### config.mk
export PLATFORM = sky130hd
export DESIGN_NAME = div_seq_8by4
export DESIGN_NICKNAME = d
export VERILOG_FILES = /design/src/rtl/div_seq_8by4.sv
export SDC_FILE = /design/constraint.sdc
export NUM_CORES = 1
export LEC_CHECK = 0
export ABC_CLOCK_PERIOD_IN_PS = 3900
export CORE_MARGIN = 3
export CORE_UTILIZATION = 50
export DETAILED_ROUTE_END_ITERATION = 12
export HOLD_SLACK_MARGIN = 0.08
export PLACE_DENSITY = 0.76
export SKIP_CTS_REPAIR_TIMING = 1
export SLEW_MARGIN = 25
export SYNTH_ARGS = -nofsm -noshare
export SYNTH_HDL_FRONTEND = slang
export SYNTH_SLANG_ARGS = --single-unit
### constraint.sdc
create_clock -name clk -period 3.9 [get_ports clk]
set_clock_uncertainty 0.15 [all_clocks]
set_input_delay 0.39 -clock clk [delete_from_list [all_inputs] [get_ports clk]]
set_output_delay 0.39 -clock clk [all_outputs]
set_load 0.03 [all_outputs]
### src/rtl/div_seq_8by4.sv
// div_seq_8by4: iterative restoring divider, 8-bit dividend by 4-bit divisor.
// One quotient bit per clock, MSB first. Eight RUN cycles per division, then
// a one-cycle DONE state in which a new start may be accepted back-to-back.
//
// Handshake: start is sampled on every rising edge but accepted only when the
// FSM is in IDLE or DONE; busy is high exactly while in RUN (start is ignored
// there); done is a one-cycle pulse that marks quotient/remainder/div_by_zero
// as holding a new result, which then holds until the next completion.
module div_seq_8by4 (
   input  logic       clk,
   input  logic       rst_n,
   input  logic       start,
   input  logic [7:0] dividend,
   input  logic [3:0] divisor,
   output logic       busy,
   output logic       done,
   output logic [7:0] quotient,
   output logic [3:0] remainder,
   output logic       div_by_zero,
   output logic [1:0] dbg_state
);

   typedef enum logic [1:0] {
      IDLE = 2'd0,
      RUN  = 2'd1,
      DONE = 2'd2
   } state_t;

   state_t     state;
   logic [7:0] dvd_sh;   // dividend, shifted left so the next bit is always [7]
   logic [3:0] dsr;      // captured divisor
   logic [4:0] prem;     // partial remainder, wide enough to keep the carry
   logic [2:0] cnt;      // iteration counter, 0..7
   logic [6:0] q_acc;    // quotient bits produced so far

   logic [4:0] shifted;
   logic [5:0] trial;
   logic       q_bit;

   assign dbg_state = state;

   // One restoring step: shift in the next dividend bit and try to subtract.
   always_comb begin
      shifted = 5'({prem, dvd_sh[7]});
      trial   = {1'b0, shifted} - {2'b00, dsr};
      q_bit   = ~trial[5];
   end

   // Control FSM plus datapath registers; all outputs are registered here.
   always_ff @(posedge clk or negedge rst_n) begin
      if (!rst_n) begin
         state       <= IDLE;
         busy        <= 1'b0;
         done        <= 1'b0;
         quotient    <= 8'h00;
         remainder   <= 4'h0;
         div_by_zero <= 1'b0;
         dvd_sh      <= 8'h00;
         dsr         <= 4'h0;
         prem        <= 5'h00;
         cnt         <= 3'd0;
         q_acc       <= 7'h00;
      end else begin
         case (state)
            IDLE, DONE: begin
               done <= 1'b0;
               if (start) begin
                  dvd_sh <= dividend;
                  dsr    <= divisor;
                  prem   <= 5'h00;
                  cnt    <= 3'd0;
                  q_acc  <= 7'h00;
                  busy   <= 1'b1;
                  state  <= RUN;
               end else begin
                  busy  <= 1'b0;
                  state <= IDLE;
               end
            end
            RUN: begin
               dvd_sh <= {dvd_sh[6:0], 1'b0};
               prem   <= q_bit ? trial[4:0] : shifted;
               q_acc  <= {q_acc[5:0], q_bit};
               cnt    <= cnt + 3'd1;
               if (cnt == 3'd7) begin
                  // A zero divisor never borrows, so the quotient fills with
                  // ones and the remainder is the low dividend nibble.
                  quotient    <= {q_acc, q_bit};
                  remainder   <= q_bit ? trial[3:0] : shifted[3:0];
                  div_by_zero <= (dsr == 4'h0);
                  done        <= 1'b1;
                  busy        <= 1'b0;
                  state       <= DONE;
               end
            end
            default: begin
               busy  <= 1'b0;
               done  <= 1'b0;
               state <= IDLE;
            end
         endcase
      end
   end

endmodule

==> qor.csv <==
metric,value,unit
hold_viol_final,0,
path_delay_family,simple AND/OR/NAND/NOR gates,
clk_latency,0.29,ns
root_buffer,clkbuf_8,
maxCapViolCount,0,
tightest_slew,0.883,ns
chipWidth,66.7,µm
io_buffers,31,
cpMaxStageDelayCell,nand2_1,
cts_max_path_buffers,2,
die_h,66.7,µm
nets,210,
drt-initial-drc-count,62,
gp_congestion,0.819,
cp.arrival,2.13,ns
grt_pass1_wl,5940,µm
final.setup.tns,0,ns
gr-total-overflow,0,
endpoint_kind,register,
final_cell_mix,"dfrtp_1, clkdlybuf4s50_1, nand2_1, o21ai_0, a22o_1",
wl_per_cell,14.7,µm
synth-seq-cells,41,
power.total,0.00206,W
cts_made_buffers,5,
cp-start-kind,register,
rows,21,
synth_edf_count,0,
slew_headroom,0.411,
die_area,0.00445,mm²
htree_levels,2,
status,"complete, no violations",
syn_area_per_cell,11.7,µm²
place_inst,227,
start_util,0.535,
ioPinCount,32,
synth_ff_type,dfrtp_1,
syn_inst,158,
p_sw,0.000858,W
slowest_delay,0.51,ns
cts.clk_slew.worst_paths,0.07,ns
yosysTopAreaCellShare,0.557,
fin_util,0.651,
power_frac_clock,0.127,
powerDensity,918,mW/mm²
ys.warnings.count,0,
area_growth,21.7,%
drc_errors,0,
grt_usage,0.182,
dp.final_hpwl,2480,µm
setup_viol,0,
path_max_fanout,26,
worstPathCellList,"nor2b_1, buf_4, nand2_1, mux2_1",
rsz0062_at_grt,no,
via_count,1293,
synth_seq_area_share,0.557,
p_sw_frac,0.417,
dr.pass1.iters,4,
worst-path-buf-inv,1,
finalCritPeriodShare,0.538,
peakVddDrop,337,µV
insertedDiodeCount,0,
min_path_type,primary input to asynchronous set/reset pin,
async_reset_ff_frac,1.00,
internal-power,0.00120,W
p_seq_frac,0.364,
viasPerCell,5.50,
antenna_found_initial,0,
fmax,476,MHz
synth_area,0.00184,mm²
cts_tree,done,
share_comb_of_total_power,0.509,
yosysUniqueCellTypes,39,
grt_max_degree,42,
final_cells,235,
clock_sinks,41,
layout_commonest_cell,dfrtp_1,
slew_viol_final,0,
netlist_top_cells_area,"dfrtp_1, nand2_1, a22o_1, mux2_1, ha_1",
min_period,2.10,ns
wirelength,3450,µm
crit_type,register to register,
final_antenna_net_count,0,
p_leak,0.974,nW
syn-num-nets,180,
core,0.00344,mm²
yosysTopAreaCell,dfrtp_1,
critical_path_required,3.93,ns
grt_pass1_vias,1307,
drive_gt1_frac,0.0899,
layout make-up:
type,instances,area (µm²)
flip-flops and latches,41,1030
fillers,291,1200
well taps,46,57.6
clock buffers,6,72.6
multi-input cells,101,732
inverters,6,22.5
clock inverters,2,10.0
repair buffers,33,320
stage by stage:
step	hold WS, ns	worst slack (ns)	cell area [µm²]
global route	0.126	1.66	2240
floorplan	-0.0556	2.12	1840
CTS	0.0852	1.80	2240
detailed placement	0.321	1.81	2160
global placement	0.312	1.85	2160
finish	0.0655	1.80	2240
registers in the layout, summed over array words and instances (netlist names):
name,count
prem,4
remainder,4
div_by_zero,1
dvd_sh,8
q_acc,7
dbg_state,2
quotient,8
dsr,4
cnt,3
routing by layer:
metal | track usage | vias up | wire (µm)
met3 | 0.0422 | 7 | 168
met2 | 0.296 | 36 | 1710
met5 | 0 | - | 0
met4 | 0.107 | 0 | 87
li1 | - | 625 | -
met1 | 0.218 | 625 | 1490
path summary, 6_finish.rpt:
kind | cells after the start | slack (ns) | to | start
worst max register to register | 4 | 1.80 | quotient[5]$_DFFE_PN0P_ | dbg_state[0]$_DFFE_PN0P_
worst max-delay path | 4 | 1.80 | quotient[5]$_DFFE_PN0P_ | dbg_state[0]$_DFFE_PN0P_
max in group asynchronous | 1 | 2.99 | prem[0]$_DFFE_PN0P_ | rst_n
min in group clk | 2 | 0.34 | dvd_sh[7]$_DFFE_PN0P_ | dvd_sh[6]$_DFFE_PN0P_
worst min register to register | 2 | 0.34 | dvd_sh[7]$_DFFE_PN0P_ | dvd_sh[6]$_DFFE_PN0P_
worst min-delay path | 1 | 0.07 | quotient[1]$_DFFE_PN0P_ | rst_n
cell families (layout without fill, tap and decap cells):
family / after synthesis / in the layout / share of synthesized area
compound gates: 38 / 38 / 0.147
fa+ha+maj: 7 / 7 / 0.0516
mux: 14 / 14 / 0.0815
flops: 41 / 41 / 0.557
buf+inv: 16 / 47 / 0.0455
xor+xnor: 1 / 1 / 0.00476
simple gates: 41 / 41 / 0.112
cells in the mapped netlist (2+ instances only):
library cell	number
nor2b_1	2
o311ai_1	3
ha_1	6
clkbuf_1	2
mux2_1	7
inv_1	5
nand2_1	23
buf_2	4
a22o_1	9
buf_4	3
dfrtp_1	41
a21oi_1	2
nand4_1	4
mux2i_1	6
nor2_1	2
o21ai_0	15
o31ai_1	2
worst register-to-register path, stage by stage, from the launching register on:
cell and delay [ns]:
dfrtp_1 0.40, nor2b_1 0.15, buf_4 0.27, nand2_1 0.51, mux2_1 0.50
power by group through the flow:
stage,clock network (W),registers (W),logic (W)
4_1_cts,0.000271,0.000751,0.00105
3_3_place_gp,0,0.000747,0.00102
5_1_grt,0.000295,0.000777,0.00115
3_5_place_dp,0,0.000757,0.00105
6_report,0.000261,0.000749,0.00105
2_1_floorplan,0,0.000870,0.000620
(Power assumes the default switching activity.)
